===== config.mk =====
export PLATFORM = sky130hd
export DESIGN_NAME = ex_stage
export DESIGN_NICKNAME = d
export VERILOG_FILES = /design/src/rtl/ex_stage.sv
export SDC_FILE = /design/constraint.sdc
export NUM_CORES = 2
export LEC_CHECK = 0
export ABC_AREA = 1
export CAP_MARGIN = 20
export CELL_PAD_IN_SITES_DETAIL_PLACEMENT = 0
export CELL_PAD_IN_SITES_GLOBAL_PLACEMENT = 1
export CORE_MARGIN = 1
export CORE_UTILIZATION = 50
export CTS_CLUSTER_SIZE = 40
export DETAILED_ROUTE_END_ITERATION = 16
export GPL_ROUTABILITY_DRIVEN = 0
export PLACE_DENSITY_LB_ADDON = 0.1
export SLEW_MARGIN = 5
export SYNTH_ARGS = -nofsm -noshare
export SYNTH_HDL_FRONTEND = slang
export SYNTH_SLANG_ARGS = --single-unit

===== constraint.sdc =====
create_clock -name clk -period 16.9 [get_ports clk]
set_clock_uncertainty 0.2 [all_clocks]
set_input_delay 3.38 -clock clk [delete_from_list [all_inputs] [get_ports clk]]
set_output_delay 3.38 -clock clk [all_outputs]
set_load 0.05 [all_outputs]

===== src/rtl/ex_stage.sv =====
// MIPS execute stage: ID->EX register, ALU, store address/data, HI/LO with
// single-cycle multiply and a 32-iteration restoring divider.
module ex_stage (
  input  logic         clk,
  input  logic         rst,
  input  logic [5:0]   stall,
  input  logic [158:0] id_to_ex_bus,
  output logic [75:0]  ex_to_mem_bus,
  output logic [37:0]  ex_to_rf_bus,
  output logic         data_sram_en,
  output logic [3:0]   data_sram_wen,
  output logic [31:0]  data_sram_addr,
  output logic [31:0]  data_sram_wdata,
  output logic         ex_is_load,
  output logic         stallreq_for_ex
);

  localparam logic STOP   = 1'b1;
  localparam logic NOSTOP = 1'b0;

  typedef enum logic [1:0] {DIV_IDLE, DIV_RUN, DIV_DONE} div_state_e;

  logic [158:0] ex_q;

  always_ff @(posedge clk) begin
    if (!rst)                                      ex_q <= '0;
    else if (stall[2] == STOP && stall[3] == NOSTOP) ex_q <= '0;
    else if (stall[2] == NOSTOP)                   ex_q <= id_to_ex_bus;
  end

  logic [31:0] pc, inst, rdata1, rdata2;
  logic [11:0] alu_op;
  logic [2:0]  sel_src1;
  logic [3:0]  sel_src2, dram_wen;
  logic        dram_en, rf_we, sel_rf_res;
  logic [4:0]  rf_waddr;

  assign {pc, inst, alu_op, sel_src1, sel_src2, dram_en, dram_wen, rf_we,
          rf_waddr, sel_rf_res, rdata1, rdata2} = ex_q;

  logic [31:0] imm_sext, imm_zext, op1, op2;
  assign imm_sext = {{16{inst[15]}}, inst[15:0]};
  assign imm_zext = {16'b0, inst[15:0]};
  assign op1 = ({32{sel_src1[0]}} & rdata1) | ({32{sel_src1[1]}} & pc)
             | ({32{sel_src1[2]}} & {27'b0, inst[10:6]});
  assign op2 = ({32{sel_src2[0]}} & rdata2) | ({32{sel_src2[1]}} & imm_sext)
             | ({32{sel_src2[2]}} & 32'h8) | ({32{sel_src2[3]}} & imm_zext);

  logic op_add, op_sub, op_slt, op_sltu, op_and, op_nor, op_or, op_xor;
  logic op_sll, op_srl, op_sra, op_lui;
  assign {op_add, op_sub, op_slt, op_sltu, op_and, op_nor, op_or, op_xor,
          op_sll, op_srl, op_sra, op_lui} = alu_op;

  logic [31:0] sra_res, alu_res;
  assign sra_res = $signed(op2) >>> op1[4:0];
  assign alu_res = ({32{op_add}}  & (op1 + op2))
                 | ({32{op_sub}}  & (op1 - op2))
                 | ({32{op_slt}}  & {31'b0, $signed(op1) < $signed(op2)})
                 | ({32{op_sltu}} & {31'b0, op1 < op2})
                 | ({32{op_and}}  & (op1 & op2))
                 | ({32{op_nor}}  & ~(op1 | op2))
                 | ({32{op_or}}   & (op1 | op2))
                 | ({32{op_xor}}  & (op1 ^ op2))
                 | ({32{op_sll}}  & (op2 << op1[4:0]))
                 | ({32{op_srl}}  & (op2 >> op1[4:0]))
                 | ({32{op_sra}}  & sra_res)
                 | ({32{op_lui}}  & {op2[15:0], 16'b0});

  logic special;
  logic is_mult, is_multu, is_div, is_divu, is_mfhi, is_mflo, is_mthi, is_mtlo;
  assign special  = (inst[31:26] == 6'b0);
  assign is_mult  = special && inst[5:0] == 6'h18;
  assign is_multu = special && inst[5:0] == 6'h19;
  assign is_div   = special && inst[5:0] == 6'h1A;
  assign is_divu  = special && inst[5:0] == 6'h1B;
  assign is_mfhi  = special && inst[5:0] == 6'h10;
  assign is_mflo  = special && inst[5:0] == 6'h12;
  assign is_mthi  = special && inst[5:0] == 6'h11;
  assign is_mtlo  = special && inst[5:0] == 6'h13;

  // Sign-extending to 64 bits makes one unsigned multiply serve both forms.
  logic [63:0] mul_a, mul_b, prod;
  assign mul_a = {{32{is_mult & rdata1[31]}}, rdata1};
  assign mul_b = {{32{is_mult & rdata2[31]}}, rdata2};
  assign prod  = mul_a * mul_b;

  div_state_e  state_q;
  logic [4:0]  cnt_q;
  logic [31:0] rem_q, quo_q, dsr_q, hi_q, lo_q;
  logic        neg_quo_q, neg_rem_q;

  logic [32:0] shifted, sub33;
  logic        ge;
  logic [31:0] rem_d, quo_d, a_mag, b_mag, quo_fix, rem_fix;
  assign shifted = {rem_q, quo_q[31]};
  assign sub33   = shifted - {1'b0, dsr_q};
  assign ge      = shifted >= {1'b0, dsr_q};
  assign rem_d   = ge ? sub33[31:0] : shifted[31:0];
  assign quo_d   = {quo_q[30:0], ge};
  assign a_mag   = (is_div && rdata1[31]) ? -rdata1 : rdata1;
  assign b_mag   = (is_div && rdata2[31]) ? -rdata2 : rdata2;
  assign quo_fix = neg_quo_q ? -quo_q : quo_q;
  assign rem_fix = neg_rem_q ? -rem_q : rem_q;

  always_ff @(posedge clk) begin
    if (!rst) begin
      state_q   <= DIV_IDLE;
      cnt_q     <= '0;
      rem_q     <= '0;
      quo_q     <= '0;
      dsr_q     <= '0;
      neg_quo_q <= 1'b0;
      neg_rem_q <= 1'b0;
      hi_q      <= '0;
      lo_q      <= '0;
    end else begin
      if (is_mult || is_multu) {hi_q, lo_q} <= prod;
      if (is_mthi) hi_q <= rdata1;
      if (is_mtlo) lo_q <= rdata1;
      case (state_q)
        DIV_IDLE: if (is_div || is_divu) begin
          rem_q     <= '0;
          quo_q     <= a_mag;
          dsr_q     <= b_mag;
          neg_quo_q <= is_div & (rdata1[31] ^ rdata2[31]);
          neg_rem_q <= is_div & rdata1[31];
          cnt_q     <= '0;
          state_q   <= DIV_RUN;
        end
        DIV_RUN: begin
          rem_q <= rem_d;
          quo_q <= quo_d;
          cnt_q <= cnt_q + 5'd1;
          if (cnt_q == 5'd31) state_q <= DIV_DONE;
        end
        DIV_DONE: begin
          hi_q    <= rem_fix;
          lo_q    <= quo_fix;
          state_q <= DIV_IDLE;
        end
        default: state_q <= DIV_IDLE;
      endcase
    end
  end

  logic [31:0] ex_result;
  assign ex_result = is_mfhi ? hi_q : (is_mflo ? lo_q : alu_res);

  assign ex_to_mem_bus   = {pc, dram_en, dram_wen, sel_rf_res, rf_we, rf_waddr, ex_result};
  assign ex_to_rf_bus    = {rf_we, rf_waddr, ex_result};
  assign data_sram_en    = dram_en;
  assign data_sram_wen   = dram_wen;
  assign data_sram_addr  = rdata1 + imm_sext;
  assign data_sram_wdata = rdata2;
  assign ex_is_load      = dram_en & ~|dram_wen;
  // Low in DONE so the stall controller releases the held divide.
  assign stallreq_for_ex = (state_q == DIV_IDLE && (is_div || is_divu)) || state_q == DIV_RUN;

  logic unused_bits;
  assign unused_bits = ^{inst[25:16], stall[5:4], stall[1:0], sub33[32]};

endmodule


==> flow_summary.ini <==
[sta]
timing.final.crit_share = 0.626
maxSlewViolCount = 0
setup_viol = 0
finalHoldViolCount = 0
tightest_slew_ps = 1230
finalCriticalPeriod_ps = 10570
rsz0062_at_grt = false
postLayoutSetupSlackWorst_ps = 6330
timing.setup.tns_ps = 0
fmax_ghz = 0.0946
relSlewSlack = 0.177

[floorplan]
coreArea_sq_um = 142000
die_h_microns = 381
io_pins = 352
rows = 138
start_util = 0.506
dieArea_sq_um = 145000
die_width_microns = 381

[grt]
overflow = 0
grt_use_total = 0.401
grt_antenna_before_repair = 11
grt_max_degree = 84
grt_first_pass_wirelength_microns = 439000
grt_pass1_vias = 70200

[job]
maxCapViolCount = 0

[cts]
post_cts_resized = 0
htree_num_levels = 2
clockRootBuffer = clkbuf_16
numCtsBuffers = 41
cts_tree = built
clock_latency_ps = 630
cts_setup_buffers = 0
clkSinkCount = 318
clk_pin_slew_ps = 70
clock_path_buffers = 3
ctsHoldBuffers = 0

[critical_path]
startpoint_type = flip-flop
required_ps = 17180
cpLargestDelayFamily = adder cells
critPathArrivalTime_ps = 10850
slowest_stage = fa_1
critical_path.max_stage_delay_ps = 950
critPathCaptureType = flip-flop
worst-path-buf-inv = 13
cpMostUsedCell = inv_1
crit_type = reg -> reg
critPathMaxFanout = 30

[synth]
synth_edf_count = 0
ys_ff_latch = 318
yosysSeqAreaShare = 0.0886
async_reset_ff_frac = 0
syn_avg_cell_area_sq_um = 6.76
synthDistinctLibCells = 62
synth_ff_type = dfxtp_1
synthesis.area_sq_um = 71800
syn-num-nets = 12300
ys_warn_count = 0
syn_inst = 10600

[drt]
first_iter_violations = 8324
finalWirelength_microns = 293000
drtAntennaViolNets = 0
drc = 0
viasPerCell = 5.71
avgRoutedWirePerCell_microns = 23.6
via_count = 71000
firstDrtPassIters = 7

[final_layout]
final_cells = 12400
drive_gt1_frac = 0.0339
final_util = 0.543
layout.nets = 12200
synthToLayoutAreaGrowth_pct = 7.44

[pwr]
power_density_nw_per_um2 = 42.0
power.leakage_nw = 38.6
totalPowerFinal_mw = 3.24
max-vdd-ir-drop_uv = 110

[outcome]
status = finished, final reports clean

[placement]
io_buffers = 337
hpwl_microns = 229000
place_inst = 12300
place_ws_ps = 6470

[min_path]
hp-class = reg -> reg
## layout make-up
| type | count | area [sq um] |
|---|---|---|
| repair buffers | 463 | 4320 |
| flip-flops and latches | 318 | 6450 |
| inverters | 2193 | 8240 |
| clock inverters | 25 | 427 |
| multi-input cells | 7473 | 54200 |
| clock buffers | 51 | 1120 |
| diodes | 8 | 20.0 |
| well taps | 1890 | 2360 |
| fillers | 14300 | 64900 |
## synthesized netlist by cell type (17+ instances only)
cell type	number	area share
a21oi_1	614	0.043
a221oi_1	18	0.0022
a31oi_1	45	0.0039
buf_1	162	0.0085
buf_2	61	0.0042
buf_4	126	0.013
clkbuf_1	289	0.015
dfxtp_1	318	0.089
fa_1	1129	0.31
ha_1	379	0.066
inv_1	2167	0.11
nand2_1	2977	0.16
nand3_1	572	0.040
nand4_1	92	0.0080
nor2_1	694	0.036
nor2_2	17	0.0015
nor3_1	56	0.0039
nor4_1	19	0.0017
o211ai_1	64	0.0067
o21ai_0	408	0.028
o21ai_1	29	0.0020
o21bai_1	46	0.0048
o22ai_1	59	0.0051
xnor2_1	35	0.0043
xor2_1	77	0.0094
## logic make-up (layout without fill, tap and decap cells)
logic type / Yosys count / count (layout) / share of synthesized area
xor gates and xnor gates: 112 / 112 / 0.0137
buffers and inverters: 2839 / 2732 / 0.157
AOI/OAI and AO/OA: 1371 / 1371 / 0.107
other: 0 / 8 / 0
and+or+nand+nor: 4481 / 4481 / 0.253
adders and majority gates: 1508 / 1508 / 0.381
DFF: 318 / 318 / 0.0886
muxes: 1 / 1 / 0.000139
## where the power goes
group,leakage [nW],switching [mW],total [mW],internal [mW]
Combinational,35.3,0.991,1.39,0.394
Clock,0.752,0.405,1.04,0.631
Sequential,2.61,0.0506,0.819,0.769
## worst paths after layout
kind | from | to | slack, ps | depth (start not counted)
max | ex_q[125] | hi_q[20] | 6330 | 37
min | cnt_q[3] | cnt_q[3] | 230 | 1
max reg2reg | ex_q[125] | hi_q[20] | 6330 | 37
min reg2reg | cnt_q[3] | cnt_q[3] | 230 | 1
## sequential cells by signal, indices dropped and copies added (netlist names)
name       flops
quo_q         32
hi_q          32
lo_q          32
ex_q         149
dsr_q         32
state_q        2
cnt_q          5
neg_rem_q      1
neg_quo_q      1
rem_q         32
## cells in the final DEF (no fill, tap or decap), types with 7 or more instances in the layout
master,synthesis,layout
o22ai_1,59,59
nand3b_1,13,13
o211ai_1,64,64
buf_4,126,126
nor3_1,56,56
a211oi_1,8,8
dfxtp_2,0,60
o211ai_2,15,15
bufinv_16,0,10
ha_1,379,379
nand3_2,5,7
nand3_1,572,570
o21ai_1,29,28
a31oi_1,45,45
a21o_1,12,12
nand2_1,2977,2975
xor2_1,77,77
diode_2,0,8
xnor2_1,35,35
fa_1,1129,1129
o221ai_1,8,8
dfxtp_1,318,255
a21oi_1,614,614
nor2_1,694,692
nand4_1,92,92
inv_1,2167,2167
nor4_1,19,19
clkinv_1,11,9
clkdlybuf4s50_1,0,335
nand2_2,5,7
clkinv_2,1,7
a221oi_1,18,18
a21boi_0,10,10
o21ai_0,408,408
o21a_1,13,13
inv_2,14,14
o21bai_1,46,46
o2111ai_1,7,7
clkbuf_16,0,41
nor2_2,17,17
## metrics by stage
stage / hold slack, ps / area (sq um)
after CTS: 230 / 77200
after global placement: 215 / 75600
after global routing: 276 / 77200
after detailed placement: 221 / 75600
final: 231 / 77200
after floorplan: 207 / 71800
## routing by layer
metal  wire length [microns]  up-vias  global-route usage
met5                      13        -                   0
met4                   19600        2               0.230
met3                   30900      747              0.0764
met2                  128000     3852               0.619
met1                  114000    34500               0.525
li1                        -    31800                   -
(Power assumes the default switching activity.)
